$ cat config.mk
export PLATFORM = sky130hd
export DESIGN_NAME = mdu_alu_sequencer
export DESIGN_NICKNAME = d
export VERILOG_FILES = /design/src/rtl/mdu_alu_sequencer_pkg.sv /design/src/rtl/mdu_alu_sequencer.sv
export SDC_FILE = /design/constraint.sdc
export NUM_CORES = 1
export LEC_CHECK = 0
export CAP_MARGIN = 20
export CORE_MARGIN = 2
export CORE_UTILIZATION = 48
export CTS_CLUSTER_DIAMETER = 50
export DETAILED_ROUTE_END_ITERATION = 7
export PLACE_DENSITY = 0.86
export SLEW_MARGIN = 20
export SYNTH_ARGS = -nofsm -noshare
export SYNTH_HDL_FRONTEND = slang
export SYNTH_SLANG_ARGS = --single-unit
$ cat constraint.sdc
create_clock -name clk -period 4.7 [get_ports clk]
set_input_delay 0.94 -clock clk [delete_from_list [all_inputs] [get_ports clk]]
set_output_delay 0.94 -clock clk [all_outputs]
set_load 0.1 [all_outputs]
$ cat src/rtl/mdu_alu_sequencer_pkg.sv
// Shared definitions for the multiply/divide sequencer: ALU opcodes, FSM
// state encoding and the divide-by-zero quotient constant.
package mdu_alu_sequencer_pkg;

  localparam logic [2:0] ALU_ADD = 3'd0;
  localparam logic [2:0] ALU_SUB = 3'd1;
  localparam logic [2:0] ALU_AND = 3'd2;
  localparam logic [2:0] ALU_OR  = 3'd3;
  localparam logic [2:0] ALU_XOR = 3'd4;
  localparam logic [2:0] ALU_GT  = 3'd5;
  localparam logic [2:0] ALU_SHL = 3'd6;
  localparam logic [2:0] ALU_SHR = 3'd7;

  localparam logic [15:0] DIV_ZERO_QUOT = 16'hFFFF;

  typedef enum logic [1:0] {
    ST_IDLE = 2'd0,
    ST_MUL  = 2'd1,
    ST_DIV  = 2'd2,
    ST_DONE = 2'd3
  } mdu_state_e;

endpackage

$ cat src/rtl/mdu_alu_sequencer.sv
// Multi-cycle unsigned multiply (shift-add) and restoring divide that issues
// one operation per cycle to an external combinational 16-bit ALU.
module mdu_alu_sequencer
  import mdu_alu_sequencer_pkg::*;
#(
  parameter int N     = 16,
  parameter int CNT_W = 5
) (
  input  logic         clk,
  input  logic         rst,
  input  logic         start,
  input  logic         isDiv,
  input  logic [N-1:0] opA,
  input  logic [N-1:0] opB,
  output logic         busy,
  output logic         done,
  output logic [N-1:0] hi,
  output logic [N-1:0] lo,
  output logic         divZero,
  output logic [2:0]   aluOp,
  output logic [N-1:0] aluA,
  output logic [N-1:0] aluB,
  input  logic [N-1:0] aluS,
  input  logic         aluCOut
);

  mdu_state_e       state_q, state_d;
  logic [N-1:0]     hi_q, hi_d;
  logic [N-1:0]     lo_q, lo_d;
  logic [N-1:0]     mcand_q, mcand_d;
  logic [CNT_W-1:0] cnt_q, cnt_d;
  logic             div_zero_q, div_zero_d;

  logic [2*N:0]     mul_shift;
  logic [N:0]       div_t;
  logic             take;

  always_comb begin
    state_d    = state_q;
    hi_d       = hi_q;
    lo_d       = lo_q;
    mcand_d    = mcand_q;
    cnt_d      = cnt_q;
    div_zero_d = div_zero_q;
    aluOp      = ALU_ADD;
    aluA       = '0;
    aluB       = '0;
    // Partial remainder shifted left with the next dividend bit; bit N is t16.
    div_t      = {hi_q, lo_q[N-1]};
    take       = 1'b0;
    mul_shift  = {aluCOut, aluS, lo_q};

    case (state_q)
      ST_MUL: begin
        aluA  = hi_q;
        aluB  = lo_q[0] ? mcand_q : '0;
        hi_d  = mul_shift[2*N:N+1];
        lo_d  = mul_shift[N:1];
        cnt_d = cnt_q + CNT_W'(1);
        if (cnt_q == CNT_W'(N-1)) state_d = ST_DONE;
      end
      ST_DIV: begin
        aluOp = ALU_SUB;
        aluA  = div_t[N-1:0];
        aluB  = mcand_q;
        // A set t16 means the shifted remainder exceeds any N-bit divisor.
        take  = div_t[N] | aluCOut;
        hi_d  = take ? aluS : div_t[N-1:0];
        lo_d  = {lo_q[N-2:0], take};
        cnt_d = cnt_q + CNT_W'(1);
        if (cnt_q == CNT_W'(N-1)) state_d = ST_DONE;
      end
      default: begin
        if (state_q == ST_DONE) state_d = ST_IDLE;
        if (start) begin
          mcand_d    = opB;
          cnt_d      = '0;
          div_zero_d = 1'b0;
          if (isDiv && (opB == '0)) begin
            state_d    = ST_DONE;
            lo_d       = N'(DIV_ZERO_QUOT);
            hi_d       = opA;
            div_zero_d = 1'b1;
          end else begin
            state_d = isDiv ? ST_DIV : ST_MUL;
            hi_d    = '0;
            lo_d    = opA;
          end
        end
      end
    endcase
  end

  always_ff @(posedge clk or posedge rst) begin
    if (rst) begin
      state_q    <= ST_IDLE;
      hi_q       <= '0;
      lo_q       <= '0;
      mcand_q    <= '0;
      cnt_q      <= '0;
      div_zero_q <= 1'b0;
    end else begin
      state_q    <= state_d;
      hi_q       <= hi_d;
      lo_q       <= lo_d;
      mcand_q    <= mcand_d;
      cnt_q      <= cnt_d;
      div_zero_q <= div_zero_d;
    end
  end

  assign busy    = (state_q == ST_MUL) || (state_q == ST_DIV);
  assign done    = (state_q == ST_DONE);
  assign hi      = hi_q;
  assign lo      = lo_q;
  assign divZero = div_zero_q;

endmodule

==> results.cfg, run 1 <==
[outcome]
status = complete, no violations

[setup_path]
cp_slowest_stage_delay_ns = 0.60
crit_arrival_ns = 2.54
path_depth = 7
crit_family = simple AND/OR/NAND/NOR gates
r2r-start = state_q[0]$_DFFE_PP0P_
crit_buf_inv = 3
cp_common_cell = buf_4
path_class = reg -> out
cp-start-kind = flop
rrSetupSlack_ns = 2.19
r2r_end = lo[11]$_DFFE_PP0P_
cp_cell_sequence = inv_1, ha_1, buf_4, a21oi_1, nor2_1, and2_1, buf_4
reg2reg_depth = 7
worst_setup_path_end_kind = output pin
worst_path_max_delay_cell = nor2_1
cp_data_required_time_ns = 3.76
critPathCapture = aluB[6]
crit_start = state_q[1]$_DFFE_PP0P_
path_max_fanout = 37

[synth]
synth_flop_cell = dfrtp_1
synth_top_cell_by_area = dfrtp_1
synth_area_leaders = dfrtp_1, a22oi_1, o21ai_0, mux2_2, mux2i_1
avgSynthCellArea_um2 = 9.72
yosys.cell_types.count = 40
async_reset_ff_share_pct = 100
syn-instance-count = 338
netlist.area_leader.share_pct = 42.7
syn-cell-area_um2 = 3280
synth_edf_count = 0
ys.warnings.count = 0
yosys_register_bits = 56
ys_seq_area_share_pct = 42.7

[cts]
clockBufferDepth = 2
htree_levels = 2
cts_sinks = 56
cts_buffers = 5
cts_tree = yes
cts_root_buf = clkbuf_8
postCtsSetupBuffers = 0
clock_latency_ns = 0.31
cts_resized = 0
hold_buffers = 0
clk_pin_slew_worst_paths_ns = 0.10

[sta]
setup_violations = 0
fin_crit_ns = 3.48
skew_ns = 0.00858
fin_ws_ns = 1.22
max_freq_ghz = 0.287
hold_viol = 0
slew_headroom_pct = 30.4
drv_slew = 0
tns_ns = 0
timing.final.crit_share_pct = 74.1
worstMarginPinSlew_ns = 1.04
rsz0062_at_grt = false

[cells_and_area]
fin_nets = 496
diodes = 0
fillers = 540
drive_gt1_share_pct = 15.9
syn_to_final_growth_pct = 36.8

[run]
drv_cap = 0

[global_routing]
grt_pass1_wl_um = 14700
grt_max_degree = 52
overflow = 0
grt_usage_pct = 24.4
first_global_vias = 2963
antenna_found_initial = 0

[place]
place_hpwl_um = 6580
place.gp.congestion = 0.843
dp_worst_setup_slack_ns = 1.56
io_buffers = 120

[routing]
post_drt_wl_per_cell_um = 17.9
drtPass1Iterations = 5
drc = 0
drt_iter0_drc = 239
drt-total-wl_um = 9300
ant_nets = 0
route.vias.total = 3157
viasPerCell = 6.08

[die]
num_rows = 30
pin_count = 123
dieArea_um2 = 7520
die_h_um = 86.7
core_um2 = 6720
die_w_um = 86.7
initial_core_util_pct = 48.9

[hold_path]
hp-class = reg -> reg
Yosys cell counts, drive strengths merged, types with 8 or more instances:
library cell	count
a221o	15
a31oi	18
o21ai	37
nor2	36
buf	25
mux2i	16
a22oi	31
nand2	10
dfrtp	56
and2	16
a31o	16
mux2	16
clkbuf	8
logic make-up after synthesis:
family / Yosys count / share of synthesized area, %
compound gates: 125 / 26.5
xor+xnor: 1 / 0.267
fa+ha+maj: 5 / 1.90
buf+inv: 38 / 5.90
flops: 56 / 42.7
mux: 32 / 10.4
other cells: 1 / 0.114
simple gates: 80 / 12.3
layout make-up:
| type | count | area [um^2] | area share (%) |
|---|---|---|---|
| flip-flops and latches | 56 | 1400 | 31.2 |
| well taps | 80 | 100 | 2.23 |
| inverters | 5 | 18.8 | 0.418 |
| multi-input cells | 245 | 1690 | 37.7 |
| repair buffers | 125 | 1150 | 25.7 |
| clock inverters | 1 | 30.0 | 0.668 |
| clock buffers | 7 | 96.3 | 2.14 |
layer usage:
layer | routed length (um) | part of all wire (%) | track usage [%]
met2 | 4430 | 48 | 40.3
met3 | 846 | 9.1 | 6.67
met4 | 99 | 1.1 | 5.11
met1 | 3920 | 42 | 32.5
met5 | 0 | 0 | 0
through the flow:
step | util, % | cells | instance area (um^2) | hold WS (ns)
2_1_floorplan | - | 339 | 3290 | 0.471
3_3_place_gp | 65.0 | 511 | 4370 | 0.472
3_5_place_dp | 65.0 | 511 | 4370 | 0.477
4_1_cts | 66.9 | 519 | 4490 | 0.499
5_1_grt | 66.9 | 519 | 4490 | 0.529
6_report | 66.9 | 519 | 4490 | 0.495
worst min-delay path: cells and delay by family, from the launching register on:
family | cells | cell delay [ns]
AND/OR/NAND/NOR | 1 | 0.04
flip-flops | 1 | 0.36
AO/OA/AOI/OAI | 1 | 0.06
layout by cell type (no fill, tap or decap), types with 4 or more instances in the layout:
cell             count
a221o_1             15
mux2_2              16
ha_1                 5
clkdlybuf4s50_1     86
o21ai_0             36
mux2i_1             16
nor2_1              35
a31o_1              15
a21oi_1              4
a22oi_1             31
buf_4               39
nor4_1               4
and2_1              16
dfrtp_1             56
nand2_1             10
clkbuf_8             7
nor2b_1              4
a31oi_1             18
registers in the layout (all words and copies together), names as in the netlist:
| name | flops |
|---|---|
| state_q | 2 |
| mcand_q | 16 |
| lo | 16 |
| cnt_q | 5 |
| divZero | 1 |
| hi | 16 |
worst min path at each step:
stage	start	end	cells after the start
after floorplan	mcand_q[0]$_DFFE_PP0P_	mcand_q[0]$_DFFE_PP0P_	1
after global placement	divZero$_DFFE_PP0P_	divZero$_DFFE_PP0P_	2
after detailed placement	divZero$_DFFE_PP0P_	divZero$_DFFE_PP0P_	2
after CTS	divZero$_DFFE_PP0P_	divZero$_DFFE_PP0P_	2
after global routing	mcand_q[4]$_DFFE_PP0P_	mcand_q[4]$_DFFE_PP0P_	1
final	divZero$_DFFE_PP0P_	divZero$_DFFE_PP0P_	2
Power of run 1 is not shown: default switching activity piles up to over one toggle a cycle in this logic, so the estimate is an artifact.
==> run 2, diff against run 1 <==
Settings changed: CORE_UTILIZATION 48 to 40, PLACE_DENSITY 0.86 to 0.76.
Clock period 4.7 ns to 3.06 ns, I/O delays scaled along.
==> results.cfg, run 2 (same netlist as run 1, synthesis figures left out) <==
[hold_path]
hp-class = reg -> reg
min_from = divZero$_DFFE_PP0P_
holdPathStages = 2

[routing]
drt_iter0_drc = 274
post_drt_wl_per_cell_um = 17.3
viasPerCell = 5.80
ant_nets = 0
route.vias.total = 3190
drc = 0
drtPass1Iterations = 5
drt-total-wl_um = 9530

[global_routing]
grt_pass1_wl_um = 15300
grt_max_degree = 57
overflow = 0
first_global_vias = 3048
grt_usage_pct = 21.3
antenna_found_initial = 0

[cells_and_area]
syn_to_final_growth_pct = 52.4
final_cells = 550
final_cell_mix = dfrtp_1, clkdlybuf4s50_1, buf_4
diodes = 0
final_common_cell = dfrtp_1
fin_nets = 502
drive_gt1_share_pct = 30.6
fillers = 680

[setup_path]
rrSetupSlack_ns = 0.55
worst_setup_path_end_kind = output pin
cp-start-kind = flop
cp_data_required_time_ns = 2.45
r2r-start = state_q[1]$_DFFE_PP0P_
crit_start = state_q[0]$_DFFE_PP0P_
path_class = reg -> out
path_max_fanout = 34
crit_arrival_ns = 2.05
reg2reg_depth = 8

[sta]
setup_violations = 0
rsz0062_at_grt = false
fin_ws_ns = 0.393
worstMarginPinSlew_ns = 0.965
holdWs_ns = 0.499
skew_ns = 0.0107
timing.final.crit_share_pct = 87.1
drv_slew = 0
tns_ns = 0
hold_viol = 0
fin_crit_ns = 2.67
max_freq_ghz = 0.375
slew_headroom_pct = 35.5

[die]
pin_count = 123
die_w_um = 94.6
dieArea_um2 = 8950
initial_core_util_pct = 40.6
num_rows = 33
die_h_um = 94.6
core_um2 = 8090

[cts]
hold_buffers = 0
clockBufferDepth = 2
postCtsSetupBuffers = 0
cts_tree = yes
htree_levels = 2
cts_root_buf = clkbuf_8
cts_sinks = 56
cts_resized = 0
clk_pin_slew_worst_paths_ns = 0.10
clock_latency_ns = 0.30
cts_buffers = 5

[outcome]
status = complete, no violations

[place]
dp_worst_setup_slack_ns = 0.500
dp_cells = 542
place.gp.congestion = 0.840
io_buffers = 120
place_hpwl_um = 7110

[run]
drv_cap = 0
## run 2: changes by cell type in the layout (fill, tap and decap cells not counted), sizes merged
cell and delta:
clkdlybuf4s50 -34, bufinv -1, clkinvlp +1, buf +40
## run 2: worst max-delay path: stages (launching register included)
cell and delay, ns:
dfrtp_1 0.42, inv_1 0.06, ha_2 0.50, buf_12 0.27
buf_4 0.23, nor2_2 0.07, buf_12 0.17
## run 2: routing by layer
layer  track usage (%)  up-vias  share of wire, %
li1                  -     1475                 -
met1              29.1     1569                42
met2              35.3      141                48
met3              5.35        5               9.1
met4              2.78        0              0.42
met5                 0        -                 0
## run 2: final timing paths
path,end
min,divZero$_DFFE_PP0P_
min in group asynchronous,lo[9]$_DFFE_PP0P_
max in group asynchronous,mcand_q[4]$_DFFE_PP0P_
min reg2reg,divZero$_DFFE_PP0P_
max,aluA[11]
max reg2reg,hi[9]$_DFFE_PP0P_
## run 2: layout make-up
cell class,instances,area (um^2),share of cell area (%)
clock inverter,1,7.51,0.150
inverter,5,18.8,0.375
clock buffer,7,86.3,1.73
multi-input combinational,245,1810,36.1
timing repair buffer,131,1550,31.0
tap,105,131,2.63
sequential,56,1400,28.0
## run 2: per-stage QoR
stage | utilization (%) | area (um^2)
2_1_floorplan | - | 3400
3_3_place_gp | 60.7 | 4910
3_5_place_dp | 60.7 | 4910
4_1_cts | 61.8 | 5000
5_1_grt | 61.8 | 5000
6_report | 61.8 | 5000
Power of run 2 is left out for the same reason.
